==> src/rtl/gcm_input_sequencer.sv <==
// gcm_input_sequencer
//   Front end of the GCM-AES pipeline. Takes one job descriptor (key, IV, AAD and
//   plaintext byte lengths) plus an AAD-then-plaintext stream of 128-bit beats, and
//   issues one header beat followed by one block per accepted beat. Partial final
//   blocks are zero-padded; byte lengths are turned into 64-bit bit lengths.
// Ports
//   clk, rst                       clock, synchronous active-high reset
//   i_desc_valid / o_desc_ready    descriptor handshake (ready only while idle)
//   i_key, i_iv                    job key / IV (bit 0 = MSB)
//   i_aad_bytes, i_pt_bytes        job byte lengths
//   i_data_valid / o_data_ready    data beat handshake (ready only in AAD/PT)
//   i_data                         data block, byte 0 = bits [0:7]
//   o_new_instance                 header beat
//   o_pt_instance, o_blk_valid     block type / block present
//   o_cipher_key, o_iv             held for the whole job
//   o_aad, o_plain_text            block on the matching output, other one zero
//   o_aad_size, o_pt_size          bit lengths
//   o_busy                         job in progress
module gcm_input_sequencer #(
  parameter int LEN_W = 32
) (
  input  logic             clk,
  input  logic             rst,
  input  logic             i_desc_valid,
  output logic             o_desc_ready,
  input  logic [0:127]     i_key,
  input  logic [0:95]      i_iv,
  input  logic [LEN_W-1:0] i_aad_bytes,
  input  logic [LEN_W-1:0] i_pt_bytes,
  input  logic             i_data_valid,
  output logic             o_data_ready,
  input  logic [0:127]     i_data,
  output logic             o_new_instance,
  output logic             o_pt_instance,
  output logic             o_blk_valid,
  output logic [0:127]     o_cipher_key,
  output logic [0:95]      o_iv,
  output logic [0:127]     o_aad,
  output logic [0:127]     o_plain_text,
  output logic [63:0]      o_aad_size,
  output logic [63:0]      o_pt_size,
  output logic             o_busy
);
  localparam int CNT_W = LEN_W - 3;

  typedef enum logic [1:0] {IDLE, HDR, AAD, PT} state_t;

  state_t           state, state_nx;
  logic [CNT_W-1:0] aad_cnt, pt_cnt;
  logic [3:0]       aad_lb, pt_lb;
  logic             desc_acc, beat, last_blk;
  logic [3:0]       lb;
  logic [0:127]     masked;

  function automatic logic [CNT_W-1:0] blocks(input logic [LEN_W-1:0] b);
    logic [LEN_W:0] s;
    s = {1'b0, b} + (LEN_W+1)'(15);
    return s[LEN_W:4];
  endfunction

  assign desc_acc = i_desc_valid & o_desc_ready;
  assign beat     = i_data_valid & o_data_ready;

  always_ff @(posedge clk) begin
    if (rst) state <= IDLE;
    else     state <= state_nx;
  end

  always_comb begin
    state_nx = state;
    case (state)
      IDLE: if (desc_acc) state_nx = HDR;
      HDR:  state_nx = (aad_cnt != '0) ? AAD : (pt_cnt != '0) ? PT : IDLE;
      AAD:  if (beat && aad_cnt == CNT_W'(1)) state_nx = (pt_cnt != '0) ? PT : IDLE;
      PT:   if (beat && pt_cnt == CNT_W'(1)) state_nx = IDLE;
      default: state_nx = IDLE;
    endcase
  end

  // Zero bytes at or beyond the final-block length; lb==0 means a full block.
  always_comb begin
    lb       = (state == AAD) ? aad_lb : pt_lb;
    last_blk = (state == AAD) ? (aad_cnt == CNT_W'(1)) : (pt_cnt == CNT_W'(1));
    masked   = i_data;
    for (int j = 0; j < 16; j++)
      if (last_blk && lb != 4'd0 && j >= int'(lb)) masked[8*j +: 8] = 8'h00;
  end

  always_ff @(posedge clk) begin
    if (rst) begin
      aad_cnt <= '0;
      pt_cnt  <= '0;
      aad_lb  <= '0;
      pt_lb   <= '0;
    end else if (state == IDLE && desc_acc) begin
      aad_cnt <= blocks(i_aad_bytes);
      pt_cnt  <= blocks(i_pt_bytes);
      aad_lb  <= i_aad_bytes[3:0];
      pt_lb   <= i_pt_bytes[3:0];
    end else if (beat) begin
      if (state == AAD) aad_cnt <= aad_cnt - CNT_W'(1);
      if (state == PT)  pt_cnt  <= pt_cnt - CNT_W'(1);
    end
  end

  // Handshake/status flops follow the next state so they line up with it.
  always_ff @(posedge clk) begin
    if (rst) begin
      o_desc_ready   <= 1'b0;
      o_data_ready   <= 1'b0;
      o_busy         <= 1'b0;
      o_new_instance <= 1'b0;
      o_pt_instance  <= 1'b0;
      o_blk_valid    <= 1'b0;
      o_cipher_key   <= '0;
      o_iv           <= '0;
      o_aad          <= '0;
      o_plain_text   <= '0;
      o_aad_size     <= '0;
      o_pt_size      <= '0;
    end else begin
      o_desc_ready   <= (state_nx == IDLE);
      o_data_ready   <= (state_nx == AAD) || (state_nx == PT);
      o_busy         <= (state_nx != IDLE);
      o_new_instance <= (state_nx == HDR);
      o_blk_valid    <= beat;
      o_pt_instance  <= beat && (state == PT);
      o_aad          <= (beat && state == AAD) ? masked : '0;
      o_plain_text   <= (beat && state == PT)  ? masked : '0;
      if (desc_acc) begin
        o_cipher_key <= i_key;
        o_iv         <= i_iv;
        o_aad_size   <= 64'(i_aad_bytes) << 3;
        o_pt_size    <= 64'(i_pt_bytes) << 3;
      end
    end
  end
endmodule
==> config.mk <==
export PLATFORM = sky130hd
export DESIGN_NAME = gcm_input_sequencer
export DESIGN_NICKNAME = d
export VERILOG_FILES = /design/src/rtl/gcm_input_sequencer.sv
export SDC_FILE = /design/constraint.sdc
export NUM_CORES = 1
export LEC_CHECK = 0
export CORE_AREA = 2 2 408 410
export DETAILED_ROUTE_END_ITERATION = 10
export DIE_AREA = 0 0 410 412
export GPL_TIMING_DRIVEN = 0
export PLACE_DENSITY = 0.38
export SLEW_MARGIN = 40
export SYNTH_ARGS = -nofsm -noshare
export SYNTH_HDL_FRONTEND = slang
export SYNTH_SLANG_ARGS = --single-unit
==> constraint.sdc <==
create_clock -name clk -period 3.94 [get_ports clk]
set_input_delay 0.394 -clock clk [delete_from_list [all_inputs] [get_ports clk]]
set_output_delay 0.394 -clock clk [all_outputs]
set_load 0.05 [all_outputs]
Word level (Yosys, flattened, before mapping)
Cells that the tools add are included.
{"block": "word_totals", "ff_bits": 618, "inputBits": 420, "output_inout_bits": 614, "word_cells": 113}
{"block": "classes", "addsub": 4, "order_cmp": 15, "n_eq_ne": 8, "mux": 30, "bitwise": 4, "reduce_logical": 35}
{"op": "$mux 29", "count": 6}
{"op": "$mux 8", "count": 16}
{"op": "$add 32x4->33 const B", "count": 2}
{"op": "$eq 29x1->1 const B", "count": 2}
{"op": "$reduce_bool 29->1", "count": 2}
{"op": "$sub 29x1->29 const B", "count": 2}
{"op": "$ge 4x4->1 const A", "count": 7}
{"op": "$logic_and 1x1->1", "count": 21}
{"op": "$ge 3x4->1 const A", "count": 4}
{"op": "$mux 2", "count": 5}
{"op": "$eq 2x2->1 const B", "count": 4}
{"op": "$ge 1x4->1 const A", "count": 2}
{"op": "$ge 2x4->1 const A", "count": 2}
{"op": "$pmux 2 s4", "count": 1}
{"op": "$reduce_bool 2->1", "count": 4}
{"op": "$eq 2x1->1 const B", "count": 2}
{"op": "$logic_not 2->1", "count": 2}
{"op": "$mux 4", "count": 1}
{"op": "$reduce_and 2->1", "count": 2}
{"op": "$reduce_bool 4->1", "count": 1}
{"op": "$reduce_or 2->1", "count": 2}
{"op": "$and 1x1->1", "count": 2}
{"op": "$not 1->1", "count": 2}
{"op": "$logic_or 1x1->1", "count": 1}
{"op": "$mux 1", "count": 1}

Logic depth before layout (Yosys ltp)
{"block": "logic_depth", "depth_word": 6, "ltp_mapped": 9}

Worst setup path after synthesis
Ideal clock, no wire load.
{"block": "synth_timing", "path_kind": "flip-flop to flip-flop", "from": "register aad_cnt[13]", "to": "register o_plain_text[9] (netlist name)", "arrival_time_ns": 2.583, "path_slack_ns": 1.240, "stages_incl_launch_ff": 9, "n_path_buf": 2, "synth_period_minus_slack_ns": 2.700, "cell_sequence": "dfxtp_1 or4_1 buf_2 or4_1 or4_4 o31ai_4 nand3_4 buf_6 and3_2"}
{"block": "synth_via", "elab_chain_cells": 5}
{"element": "from (decl)", "line_no": "49", "text": "logic [CNT_W-1:0] aad_cnt, pt_cnt;"}
{"element": "from (signal assigned)", "line_no": "96", "text": "aad_cnt <= blocks(i_aad_bytes);"}
{"element": "from (signal assigned)", "line_no": "101", "text": "if (state == AAD) aad_cnt <= aad_cnt - CNT_W'(1);"}
{"element": "$eq 29x1->1", "line_no": "83", "text": "last_blk = (state == AAD) ? (aad_cnt == CNT_W'(1)) : (pt_cnt == CNT_W'(1));"}
{"element": "$mux 1", "line_no": "83"}
{"element": "$logic_and 1x1->1 (2 in series)", "line_no": "86", "text": "if (last_blk && lb != 4'd0 && j >= int'(lb)) masked[8*j +: 8] = 8'h00;"}
{"element": "$mux 8", "line_no": "86"}
{"element": "to (signal assigned)", "line_no": "129", "text": "o_plain_text <= (beat && state == PT) ? masked : '0;"}
{"element": "to (decl)", "line_no": "39", "text": "output logic [0:127] o_plain_text,"}
No other way between the ends.
A chain may end at the register's enable or synchronous reset.

Worst setup path in the final report
{"block": "layout_timing", "from": "register aad_cnt[24]", "to": "register o_aad[48] (netlist name)"}
{"block": "layout_via", "elab_chain_cells": 5}
{"element": "$eq 29x1->1", "line_no": "83"}
{"element": "$mux 1", "line_no": "83"}
{"element": "$logic_and 1x1->1 (2 in series)", "line_no": "86"}
{"element": "$mux 8", "line_no": "86"}
{"element": "to (signal assigned)", "line_no": "128", "text": "o_aad <= (beat && state == AAD) ? masked : '0;"}
{"element": "to (decl)", "line_no": "38", "text": "output logic [0:127] o_aad,"}
No other way between the ends.

==> results.sh <==
export IMPL_wirelength_um=137000
export IMPL_track_usage_pct=15.4
export IMPL_wl_met1_um=55900
export IMPL_final_cell_count_no_fill=5959
export IMPL_powerDensity_mw_per_mm2=494
export IMPL_wl_met2_um=64800
export IMPL_detail_route_antenna_nets=0
export IMPL_yosysSeqAreaShare_pct=54.9
export IMPL_ir_drop_mv=0.275
export IMPL_worstSkewPairLatency_ps=710
export IMPL_drt_pass1_iter_count=5
export IMPL_clk_pin_slew_ps=60
export IMPL_synthTopCellsByArea="dfxtp_1 55%, nand2_1 11%, a21oi_1 7.3%"
export IMPL_cts_buffers=83
export IMPL_hp_class="in -> reg"
export IMPL_netlist_area_leader_share_pct=54.9
export IMPL_cts_setup_buffers=0
export IMPL_p_leak_nw=14.2
export IMPL_worstHoldStart="i_aad_bytes[24]"
export IMPL_drive_gt1_share_pct=8.08
export IMPL_cts_num_sinks=618
export IMPL_grt_antenna_before_repair=29
export IMPL_start_util_pct=13.7
export IMPL_finalCritPeriodShare_pct=88.1
export IMPL_syn_to_final_growth_pct=69.9
export IMPL_cp_end_kind="flip-flop"
export IMPL_ios=1034
export IMPL_maxCapViolCount=0
export IMPL_cp_arrival_ps=4050
export IMPL_syn_area_per_cell_um2=8.77
export IMPL_fin_ws_ps=467
export IMPL_fmax_mhz=288
export IMPL_globalRoute_totalOverflow=0
export IMPL_first_global_vias=21600
export IMPL_yosys_warnings=0
export IMPL_coreArea_mm2=0.164
export IMPL_finClkSkew_ps=65.9
export IMPL_final_nets=4120
export IMPL_h_tree_depth=3
export IMPL_ys_seq_elements=618
export IMPL_design_power_total_w=0.0189
export IMPL_slew_violations=0
export IMPL_cp_startpoint="aad_cnt[24]$_SDFFE_PP0P_"
export IMPL_cts_tree="yes"
export IMPL_ys_types=73
export IMPL_grt_pass1_wl_um=181000
export IMPL_drt_iter0_markers=1130
export IMPL_top_layer="met5"
export IMPL_die_area_mm2=0.169
export IMPL_dp_cells=5797
export IMPL_r2r_start="aad_cnt[24]$_SDFFE_PP0P_"
export IMPL_synth_ff_type="dfxtp_1"
export IMPL_die_x_um=410
export IMPL_synth_edff_count=0
export IMPL_pre_cts_ws_ps=159
export IMPL_slew_headroom_pct=43.0
export IMPL_wl_met3_um=12400
export IMPL_yosys_area_top_type="dfxtp_1"
export IMPL_cts_root_buf="clkbuf_16"
export IMPL_cp_max_fo=10
export IMPL_worst_slew_pin_slew_ps=852
export IMPL_die_y_um=412
export IMPL_avgViaCountPerCell=3.78
export IMPL_cts_buffer_depth=3
export IMPL_dpl_hpwl_um=112000
export IMPL_port_buffer_count=967
export IMPL_worstSetupStartpointType="flip-flop"
export IMPL_vias=22500
export IMPL_path_class="reg -> reg"
export IMPL_rsz0062_at_grt="false"
export IMPL_finalSetupViolCount=0
export IMPL_place_congestion=0.847
export IMPL_status="finished clean"
export IMPL_hold_viol_final=0
export IMPL_syn_inst=2571
export IMPL_period_minus_slack_ps=3470
export IMPL_grt_max_degree=14
export IMPL_required_ps=4520
export IMPL_async_reset_ff_share_pct=0
export IMPL_drc_errors=0
export IMPL_num_rows=149
export IMPL_post_drt_wl_per_cell_um=23.0
export IMPL_syn_area_mm2=0.0226
cell usage in the layout, fill, tap and decap left out, types with 28 or more instances in the layout:
| cell | synthesis | layout |
|---|---|---|
| clkdlybuf4s50_1 | 0 | 961 |
| nand2_1 | 656 | 656 |
| dfxtp_1 | 618 | 618 |
| a21oi_1 | 331 | 326 |
| and3_1 | 172 | 172 |
| clkbuf_1 | 144 | 149 |
| and2_1 | 84 | 84 |
| clkbuf_16 | 0 | 83 |
| nor2_1 | 73 | 73 |
| buf_4 | 65 | 66 |
| conb_1 | 1 | 64 |
| xnor2_1 | 42 | 42 |
| xor2_1 | 37 | 37 |
| nor4_1 | 31 | 29 |
| nand3_1 | 28 | 28 |
report_power, final:
group	internal, W	switching (W)	total, W
Sequential	0.00660	0.000288	0.00689
Combinational	0.00140	0.00276	0.00416
Clock	0.00461	0.00327	0.00788
synthesized netlist by cell type, drive strengths merged, types with 7 or more instances:
master / n
or4: 13
o22ai: 13
a211oi: 23
a21oi: 331
nand2: 658
dfxtp: 618
and3: 187
or2: 7
xor2: 37
and2: 85
nand4: 22
clkbuf: 146
inv: 12
nor4: 32
nand3: 34
nor3: 30
a31oi: 13
or3: 14
nor2: 73
xnor2: 42
o21ai: 18
o211ai: 8
buf: 83
sequential cells by signal (all words and copies together), names as in the netlist:
name and count:
o_new_instance 1, o_data_ready 1, o_plain_text 128, aad_lb 4, o_cipher_key 128, pt_cnt 29, o_busy 1, o_pt_size 32
o_iv 96, state 2, o_desc_ready 1, o_aad_size 32, o_pt_instance 1, o_aad 128, o_blk_valid 1, aad_cnt 29
pt_lb 4
final timing paths:
check | end | cells after the start | slack [ps]
setup / recovery | o_aad[48]$_SDFF_PP0_ | 7 | 470
hold / removal | o_aad_size[27]$_SDFFE_PP0P_ | 3 | 140
setup reg to reg | o_aad[48]$_SDFF_PP0_ | 7 | 470
hold reg to reg | o_cipher_key[87]$_SDFFE_PP0P_ | 2 | 450
worst max-delay path, stage by stage, from the launching register on:
cell and delay, ps:
dfxtp_1 350, nor4_2 480, nand4_1 320, or4b_2 820
a21boi_1 370, nand2_1 360, clkbuf_1 340, and3_1 320
final cells by class:
type                    instances  area (um^2)
plain buffers                 229         1180
diodes                          8         20.0
clock inverters                32          424
well taps                    2189         2740
clock buffers                 121         2400
multi-input cells            1775         9290
repair buffers                975         9830
fillers                     18100       126000
flip-flops and latches        618        12400
inverters                      12         45.0
repair_timing:
item | 4_1_cts | 5_1_grt
resized for setup | 0 | 1
hold buffers | 0 | 0
endpoints found under the setup margin | 0 | 5
cell families (layout without fill, tap and decap cells):
| logic type | count (synthesis) | count (layout) | synth area share, % |
|---|---|---|---|
| fa+ha+maj | 6 | 6 | 0.333 |
| other cells | 1 | 72 | 0.0166 |
| simple gates | 1185 | 1185 | 25.3 |
| buf+inv | 241 | 1369 | 5.36 |
| xor+xnor | 79 | 79 | 3.07 |
| compound gates | 435 | 435 | 10.8 |
| flops | 618 | 618 | 54.9 |
| mux | 6 | 6 | 0.277 |
through the flow:
stage / hold slack [ps] / setup TNS, ps / utilization (%) / instance area, um^2
after CTS: 74.2 / 0 / 23.3 / 38300
after detailed placement: 446 / 0 / 21.6 / 35400
final: 140 / 0 / 23.3 / 38300
after global placement: 441 / -14370 / 21.4 / 35200
after global routing: 99.7 / 0 / 23.3 / 38300
after floorplan: 449 / 0 / - / 22800
per-layer routing:
metal	up-vias	GRT usage, %
li1	10800	-
met1	10700	18.3
met2	814	25.5
met3	176	6.03
met4	20	4.78
met5	-	0
No activity file was read; power rests on OpenSTA's default activity.
